--- config.mk ---
export PLATFORM = sky130hd
export DESIGN_NAME = alu_mp_seq_flat
export DESIGN_NICKNAME = d
export VERILOG_FILES = /design/src/rtl/alu_mp_seq_if.sv /design/src/rtl/alu_mp_seq.sv /design/src/flat_wrapper.sv
export SDC_FILE = /design/constraint.sdc
export NUM_CORES = 1
export LEC_CHECK = 0
export BUFFER_PORTS_ARGS = -buffer_cell sky130_fd_sc_hd__buf_2
export CORE_AREA = 2 2 79 81
export DETAILED_ROUTE_END_ITERATION = 16
export DIE_AREA = 0 0 81 83
export GPL_TIMING_DRIVEN = 0
export PLACE_DENSITY = 0.76
export SYNTH_ARGS = -nofsm -noshare
export SYNTH_HDL_FRONTEND = slang
export SYNTH_SLANG_ARGS = --single-unit
--- constraint.sdc ---
create_clock -name clk -period 2.55 [get_ports clk]
set_clock_uncertainty 0.2 [all_clocks]
set_input_delay 0.255 -clock clk [delete_from_list [all_inputs] [get_ports clk]]
set_output_delay 0.255 -clock clk [all_outputs]
set_load 0.05 [all_outputs]
--- src/rtl/alu_mp_seq_if.sv ---
// Bus bundle between the multi-precision sequencer, its controller, the
// operand/result store and the shared 16-bit ALU.
interface alu_mp_seq_if;
   logic        start;
   logic        op;
   logic [3:0]  len;
   logic        abort;
   logic        busy;
   logic        done;
   logic [3:0]  rd_addr;
   logic [15:0] rd_a;
   logic [15:0] rd_b;
   logic        wr_en;
   logic [3:0]  wr_addr;
   logic [15:0] wr_data;
   logic [15:0] alu_a;
   logic [15:0] alu_b;
   logic [1:0]  alu_sel;
   logic        alu_cin;
   logic [15:0] alu_sum;
   logic        alu_c;
   logic        alu_z;
   logic        alu_n;
   logic        alu_v;
   logic        flag_c;
   logic        flag_z;
   logic        flag_n;
   logic        flag_v;

   modport slave (
      input  start, op, len, abort, rd_a, rd_b,
             alu_sum, alu_c, alu_z, alu_n, alu_v,
      output busy, done, rd_addr, wr_en, wr_addr, wr_data,
             alu_a, alu_b, alu_sel, alu_cin,
             flag_c, flag_z, flag_n, flag_v
   );

   modport master (
      output start, op, len, abort, rd_a, rd_b,
             alu_sum, alu_c, alu_z, alu_n, alu_v,
      input  busy, done, rd_addr, wr_en, wr_addr, wr_data,
             alu_a, alu_b, alu_sel, alu_cin,
             flag_c, flag_z, flag_n, flag_v
   );
endinterface

--- src/rtl/alu_mp_seq.sv ---
// Multi-precision add/subtract sequencer: chains the shared 16-bit ALU across
// up to WORDS little-endian words and accumulates full-width N/Z/C/V flags.
module alu_mp_seq #(
   parameter int WORDS = 16
) (
   input  logic        clk,
   input  logic        rst_n,
   alu_mp_seq_if.slave bus
);

   typedef enum logic [1:0] {IDLE = 2'd0, RUN = 2'd1, FIN = 2'd2} state_t;

   localparam logic [3:0] LMAX = 4'(WORDS - 1);

   state_t      state, state_nxt;
   logic        op_r;
   logic [3:0]  lim;
   logic [3:0]  idx;
   logic        cr, cr_nxt;
   logic        zacc, zacc_nxt;
   logic        last;
   logic [3:0]  flags_prev;

   function automatic logic [3:0] clamp_len(input logic [3:0] l);
      return (l > LMAX) ? LMAX : l;
   endfunction

   assign bus.alu_a = bus.rd_a;
   assign bus.alu_b = bus.rd_b;

   always_comb begin
      state_nxt   = state;
      bus.busy    = 1'b0;
      bus.done    = 1'b0;
      bus.rd_addr = 4'd0;
      bus.alu_sel = 2'b00;
      bus.alu_cin = 1'b0;
      cr_nxt      = cr;
      zacc_nxt    = zacc;
      last        = 1'b0;
      case (state)
         IDLE: begin
            if (bus.start) state_nxt = RUN;
         end
         RUN: begin
            bus.busy    = 1'b1;
            bus.rd_addr = idx;
            bus.alu_sel = {op_r, (idx != 4'd0)};
            bus.alu_cin = cr;
            // The chain register holds a borrow when subtracting; SBB inverts Cin.
            cr_nxt      = op_r ? ~bus.alu_c : bus.alu_c;
            zacc_nxt    = ((idx == 4'd0) ? 1'b1 : zacc) & bus.alu_z;
            last        = (idx == lim);
            if (bus.abort)  state_nxt = IDLE;
            else if (last)  state_nxt = FIN;
         end
         FIN: begin
            bus.busy  = 1'b1;
            bus.done  = ~bus.abort;
            state_nxt = IDLE;
         end
         default: state_nxt = IDLE;
      endcase
   end

   always_ff @(posedge clk or negedge rst_n) begin
      if (!rst_n) begin
         state       <= IDLE;
         op_r        <= 1'b0;
         lim         <= 4'd0;
         idx         <= 4'd0;
         cr          <= 1'b0;
         zacc        <= 1'b0;
         flags_prev  <= 4'd0;
         bus.wr_en   <= 1'b0;
         bus.wr_addr <= 4'd0;
         bus.wr_data <= 16'd0;
         bus.flag_c  <= 1'b0;
         bus.flag_z  <= 1'b0;
         bus.flag_n  <= 1'b0;
         bus.flag_v  <= 1'b0;
      end else begin
         state     <= state_nxt;
         bus.wr_en <= 1'b0;
         case (state)
            IDLE: begin
               if (bus.start) begin
                  op_r <= bus.op;
                  lim  <= clamp_len(bus.len);
                  idx  <= 4'd0;
                  cr   <= 1'b0;
               end
            end
            RUN: begin
               cr          <= cr_nxt;
               zacc        <= zacc_nxt;
               bus.wr_en   <= ~bus.abort;
               bus.wr_addr <= idx;
               bus.wr_data <= bus.alu_sum;
               if (!last) idx <= idx + 4'd1;
               // Old flags are kept aside so an abort during FIN can restore them.
               if (last && !bus.abort) begin
                  flags_prev <= {bus.flag_c, bus.flag_z, bus.flag_n, bus.flag_v};
                  bus.flag_c <= cr_nxt;
                  bus.flag_z <= zacc_nxt;
                  bus.flag_n <= bus.alu_n;
                  bus.flag_v <= bus.alu_v;
               end
            end
            FIN: begin
               if (bus.abort) begin
                  bus.flag_c <= flags_prev[3];
                  bus.flag_z <= flags_prev[2];
                  bus.flag_n <= flags_prev[1];
                  bus.flag_v <= flags_prev[0];
               end
            end
            default: ;
         endcase
      end
   end

endmodule

--- src/flat_wrapper.sv ---
// flat-port wrapper written by rule: the top's interface ports become plain ports
module alu_mp_seq_flat 
#(
   parameter int WORDS = 16
)
  (clk, rst_n, bus_start, bus_op, bus_len, bus_abort, bus_rd_a, bus_rd_b, bus_alu_sum, bus_alu_c, bus_alu_z, bus_alu_n, bus_alu_v, bus_busy, bus_done, bus_rd_addr, bus_wr_en, bus_wr_addr, bus_wr_data, bus_alu_a, bus_alu_b, bus_alu_sel, bus_alu_cin, bus_flag_c, bus_flag_z, bus_flag_n, bus_flag_v);
  alu_mp_seq_if bus_i ();
  input  logic clk;
  input  logic rst_n;
  input wire logic [$bits(bus_i.start)-1:0] bus_start;
  input wire logic [$bits(bus_i.op)-1:0] bus_op;
  input wire logic [$bits(bus_i.len)-1:0] bus_len;
  input wire logic [$bits(bus_i.abort)-1:0] bus_abort;
  input wire logic [$bits(bus_i.rd_a)-1:0] bus_rd_a;
  input wire logic [$bits(bus_i.rd_b)-1:0] bus_rd_b;
  input wire logic [$bits(bus_i.alu_sum)-1:0] bus_alu_sum;
  input wire logic [$bits(bus_i.alu_c)-1:0] bus_alu_c;
  input wire logic [$bits(bus_i.alu_z)-1:0] bus_alu_z;
  input wire logic [$bits(bus_i.alu_n)-1:0] bus_alu_n;
  input wire logic [$bits(bus_i.alu_v)-1:0] bus_alu_v;
  output wire logic [$bits(bus_i.busy)-1:0] bus_busy;
  output wire logic [$bits(bus_i.done)-1:0] bus_done;
  output wire logic [$bits(bus_i.rd_addr)-1:0] bus_rd_addr;
  output wire logic [$bits(bus_i.wr_en)-1:0] bus_wr_en;
  output wire logic [$bits(bus_i.wr_addr)-1:0] bus_wr_addr;
  output wire logic [$bits(bus_i.wr_data)-1:0] bus_wr_data;
  output wire logic [$bits(bus_i.alu_a)-1:0] bus_alu_a;
  output wire logic [$bits(bus_i.alu_b)-1:0] bus_alu_b;
  output wire logic [$bits(bus_i.alu_sel)-1:0] bus_alu_sel;
  output wire logic [$bits(bus_i.alu_cin)-1:0] bus_alu_cin;
  output wire logic [$bits(bus_i.flag_c)-1:0] bus_flag_c;
  output wire logic [$bits(bus_i.flag_z)-1:0] bus_flag_z;
  output wire logic [$bits(bus_i.flag_n)-1:0] bus_flag_n;
  output wire logic [$bits(bus_i.flag_v)-1:0] bus_flag_v;
  assign bus_i.start = bus_start;
  assign bus_i.op = bus_op;
  assign bus_i.len = bus_len;
  assign bus_i.abort = bus_abort;
  assign bus_i.rd_a = bus_rd_a;
  assign bus_i.rd_b = bus_rd_b;
  assign bus_i.alu_sum = bus_alu_sum;
  assign bus_i.alu_c = bus_alu_c;
  assign bus_i.alu_z = bus_alu_z;
  assign bus_i.alu_n = bus_alu_n;
  assign bus_i.alu_v = bus_alu_v;
  assign bus_busy = bus_i.busy;
  assign bus_done = bus_i.done;
  assign bus_rd_addr = bus_i.rd_addr;
  assign bus_wr_en = bus_i.wr_en;
  assign bus_wr_addr = bus_i.wr_addr;
  assign bus_wr_data = bus_i.wr_data;
  assign bus_alu_a = bus_i.alu_a;
  assign bus_alu_b = bus_i.alu_b;
  assign bus_alu_sel = bus_i.alu_sel;
  assign bus_alu_cin = bus_i.alu_cin;
  assign bus_flag_c = bus_i.flag_c;
  assign bus_flag_z = bus_i.flag_z;
  assign bus_flag_n = bus_i.flag_n;
  assign bus_flag_v = bus_i.flag_v;
  alu_mp_seq #(.WORDS(WORDS)) u_core (.clk(clk), .rst_n(rst_n), .bus(bus_i));
endmodule
### After elaboration in Yosys (flattened, before gate mapping)

Index checks and enable logic that the tools add are counted.

| word-level totals | value |
|---|---|
| output and inout bits | 66 |
| input port bits | 61 |
| bits in registers | 42 |

| operators by class | value |
|---|---|
| reductions and logical operators | 14 |
| add/subtract/negate cells | 1 |
| magnitude comparators | 1 |
| multiplexer cells | 31 |
| bitwise logic cells | 3 |
| equality and inequality tests | 8 |

Operators with widths:

| kind | number |
|---|---|
| 1-bit two-way mux | 16 |
| 4-bit two-way mux | 4 |
| 1-bit one-hot mux with 2 select lines | 5 |
| 2-bit two-way mux | 4 |
| 4-bit one-hot mux with 2 select lines | 1 |
| 2-bit AND reduction | 4 |
| 2-bit != test, second input constant | 3 |
| 3-bit AND reduction | 2 |
| 4-bit by 1-bit adder with 4-bit output, second input constant | 1 |
| 4-bit == test | 1 |
| 4-bit > comparator, second input constant | 1 |
| 4-bit zero test | 1 |
| 2-bit one-hot mux with 2 select lines | 1 |
| 2-bit nonzero test | 2 |
| 4-bit nonzero test | 1 |
| 3-bit by 2-bit != test with 1-bit output, second input constant | 1 |
| 2-bit by 1-bit == test with 1-bit output, second input constant | 1 |
| 2-bit == test, second input constant | 1 |
| 2-bit zero test | 1 |
| 2-bit by 1-bit != test with 1-bit output, second input constant | 1 |
| 1-bit NOT | 2 |
| 2-bit OR reduction | 1 |
| 1-bit AND | 1 |
| 1-bit logical AND | 1 |
| 1-bit zero test | 1 |

### Logic depth before layout (Yosys ltp)

| logic depth | value |
|---|---|
| depth in word-level cells | 5 |
| gate-level depth with buffers | 7 |
| depth with buffers taken out | 6 |

### Least setup slack after synthesis

OpenSTA, ideal clock, no wires.

| timing path | value |
|---|---|
| path type | register to register |
| start point | register u_core.state[1] |
| end point | register u_core.idx[0] |
| arrival time | 1,918 ps |
| clock period less this slack | 2,187 ps |
| slack | 363 ps |
| buffers on the path | 1 |
| setup time | 69 ps |
| stages on the path, launching flop included | 7 |
| required time | 2,281 ps |
| cell sequence | dfrtp_1 inv_1 ha_1 inv_1 clkbuf_1 nor2_1 a221o_1 |

| on the way | value |
|---|---|
| cells in the longest elaborated chain, start to end | 4 |

Ends and longest elaborated chain:

| element | line | text |
|---|---|---|
| start, declared | alu_mp_seq.sv:15 | `state_t state, state_nxt;` |
| start signal, assigned | alu_mp_seq.sv:83 | `state <= state_nxt;` |
| 2-bit by 1-bit == test with 1-bit output | alu_mp_seq.sv:41, alu_mp_seq.sv:85 |  |
| 1-bit two-way mux | alu_mp_seq.sv:41 | `case (state)` |
| 2-bit != test (no source line) | -- |  |
| 3-bit AND reduction (no source line) | -- |  |
| end signal, assigned | alu_mp_seq.sv:100 | `if (!last) idx <= idx + 4'd1;` |
| end, declared | alu_mp_seq.sv:18 | `logic [3:0] idx;` |

Parallel ways exist; a longest one is shown, timed or not.
A chain may end at the register's enable or synchronous reset.

### Final worst setup path

| timing path | value |
|---|---|
| start point | register u_core.state[1] |
| end point | output bus_rd_addr[0] |

| on the way | value |
|---|---|
| cells in the longest elaborated chain, start to end | 2 |

Ends and longest elaborated chain:

| element | line | text |
|---|---|---|
| 2-bit by 1-bit == test with 1-bit output | alu_mp_seq.sv:41 |  |
| 4-bit two-way mux | alu_mp_seq.sv:41 |  |
| end, declared | flat_wrapper.sv:23 | `output wire logic [$bits(bus_i.rd_addr)-1:0] bus_rd_addr;` |

Every way passes these cells.

==> out/qor.txt <==
Status = completed
Seq/Total Area, Yosys = 48.84%
Via density = 4.697
Number of synthesized flops with an enable pin = 0
Clk sink count = 42
Largest net degree at the start of global routing = 43
LEAKAGE = 1.589 nW
Synthesized cell area = 2152 µm²
Grt ovf = 0
DRC viols = 0
Syn Area/Cell = 11.63 µm²
Crit-path slowest cell = dfrtp_1
Period minus WS final = 2.333 ns
Die W = 81 µm
Ys flop type = dfrtp_1
Post-CTS sizing = 0
Worst R2R Setup Slack = 0.38 ns
Highest clock rate = 428.7 MHz
Total iterations of the first detailed-routing run = 4
ANT nets after route = 0
Yosys top cell area share = 48.84%
Share of post-route cells with drive strength above 1 = 53.57%
DR WL/cell = 12.64 µm
Maximum vdd drop = 0.0007065 V
Clk pin slew, worst setup/hold paths = 0.08 ns
Place WS = 0.2632 ns
Vias in the first global route = 1773
Root Buffer Master = clkbuf_8
CTS tree = yes
Vias = 1799
Critical-path maximum fanout = 10
Synth warnings = 0
Post-Synthesis Cells = 185
Net Count, Synth = 252
Total I/O pin count = 127
Min-delay worst type = in -> reg
Total core area = 5816 µm²
CP max stage delay = 0.40 ns
First-pass GRT wire length = 7638 µm
Clock Latency Late Sink = 0.29 ns
Final #Nets = 374
Most frequent cell after synthesis = dfrtp_1
H-tree depth = 2
Die ar. = 6723 µm²
Port Buffers = 94
Filler Cell Count = 543
Asr flop ratio synth = 100.0%
Antenna diodes = 0
Hold Fails Final Rpt = 0
Slew Limit Fails = 0
Worst-path cell chain = inv_1 -> ha_1 -> inv_1 -> clkbuf_1 -> nor2_1 -> buf_2
Max-cap viol count = 0
Most common cell on crit path = inv_1
#FFs+latches synth = 42
PD cells = 1320 nW/µm²
1st-iter DRT viols = 93
Worst Tran Pin Value = 0.9194 ns
Period utilization = 91.48%
Worst EP required = 2.10 ns
Clk buf depth = 2
Die Ht = 83 µm
# rows = 28
Unique masters post-synth = 40
Worst slew margin = 38.71%
Setup Crit Path Kind = reg -> out
Total GRT Usage = 14.36%
Dominant cells by area after synthesis = dfrtp_1, mux2_2, buf_4, ha_1, xnor2_1
Final worst slack = 0.2174 ns
RSZ-0062 raised after global routing = no
Setup crit end kind = output port
Overall power = 4.014 mW
Final wirelength = 4842 µm
Total CTS buffers = 5
Detailed placement HPWL = 3533 µm
Initial antenna violation count = 0
Type of origin of the critical path = register
Post-synth top cells = dfrtp_1, buf_4, mux2_2, nand2_1, inv_1
Largest area contributor in the netlist = dfrtp_1
Setup TNS = 0 ns
Final setup viols = 0
Area grow syn2layout = 41.34%
GPL Wtd Cong = 0.8031
Initial Util = 37.01%
CP Data Arrival Time = 1.88 ns
worst paths after layout:
path	end	from	depth (start not counted)
max	bus_rd_addr[0]	u_core.state[1]	6
min	u_core.bus.flag_v	bus_alu_v	2
max reg2reg	u_core.idx[3]	u_core.state[0]	7
min reg2reg	u_core.bus.wr_addr[3]	u_core.bus.wr_addr[3]	1
max in group asynchronous	u_core.flags_prev[3]	rst_n	2
min in group asynchronous	u_core.bus.wr_data[2]	rst_n	2
report_power, final:
| part | internal, mW | switching [mW] |
|---|---|---|
| Clock | 0.288 | 0.227 |
| Sequential | 0.967 | 0.192 |
| Combinational | 0.752 | 1.59 |
| Total | 2.01 | 2.01 |
area by class of cell:
type                    count  area, µm²  area share (%)
repair buffers            116      690.7           22.71
plain buffers              37      269.0           8.844
multi-input cells          98      802.0           26.37
flip-flops and latches     42       1051           34.55
clock buffers               5      68.82           2.262
clock inverters             3      40.04           1.316
well taps                  75      93.84           3.085
inverters                   7      26.28          0.8638
routing by layer:
metal	wire, µm	vias up	track usage, %
met1	1923	855	16.43
met5	0	-	0
met4	81	0	6.009
li1	-	851	-
met2	2430	83	25.02
met3	407	10	3.478
cells by family (layout without fill, tap and decap cells):
family                     Yosys count  in the layout  share of synthesized area, %
buffers and inverters               45            168                         13.90
adders and majority gates            6              6                         3.488
DFF                                 42             42                         48.84
xor gates and xnor gates             5              5                         2.035
and+or+nand+nor                     35             35                         9.245
muxes                               26             26                         13.60
AOI/OAI and AO/OA                   26             26                         8.895
metrics by stage:
| stage | utilization [%] | std cells | hold slack, ns | instance area, µm² |
|---|---|---|---|---|
| final | 52.30 | 383 | 0.02221 | 3042 |
| after global routing | 52.30 | 383 | 0.01221 | 3042 |
| after CTS | 52.13 | 382 | 0.0001255 | 3032 |
| after detailed placement | 46.71 | 354 | 0.2564 | 2716 |
| after global placement | 46.71 | 354 | 0.2516 | 2716 |
| after floorplan | - | 185 | -0.2406 | 2152 |
what timing repair did:
item | in CTS | in global routing
hold buffers | 21 | 1
endpoints found under the hold margin | 62 | 1
setup buffers | 0 | 0
setup endpoints to repair | 3 | 0
worst max-delay path: cells and delay by family, from the launching register on:
kind / cells / cell delay (ns)
fa+ha+maj: 1 / 0.22
buf+inv: 4 / 0.74
flops: 1 / 0.40
simple gates: 1 / 0.22
cells in the final DEF (no fill, tap or decap), types with 2 or more instances in the layout:
| cell | count |
|---|---|
| clkinv_2 | 2 |
| nor3_1 | 4 |
| nand2_1 | 9 |
| mux2_1 | 3 |
| a31oi_1 | 2 |
| buf_2 | 96 |
| ha_1 | 6 |
| inv_1 | 7 |
| nand2b_1 | 3 |
| xnor2_1 | 4 |
| clkbuf_1 | 2 |
| clkbuf_8 | 5 |
| and4_1 | 2 |
| and2_1 | 4 |
| a21oi_1 | 5 |
| and3_1 | 2 |
| nor2_1 | 4 |
| a211oi_1 | 2 |
| o21ai_0 | 2 |
| a221o_1 | 2 |
| o22ai_1 | 2 |
| buf_4 | 32 |
| dlygate4sd3_1 | 22 |
| dfrtp_1 | 42 |
| a21o_1 | 4 |
| mux2_2 | 23 |
sequential cells by signal (all words and copies together) (netlist names), 2 cells and up:
signal,count
u_core.bus.wr_data,16
u_core.bus.wr_addr,4
u_core.flags_prev,4
u_core.idx,4
u_core.lim,4
u_core.state,2
(Power assumes the default switching activity.)
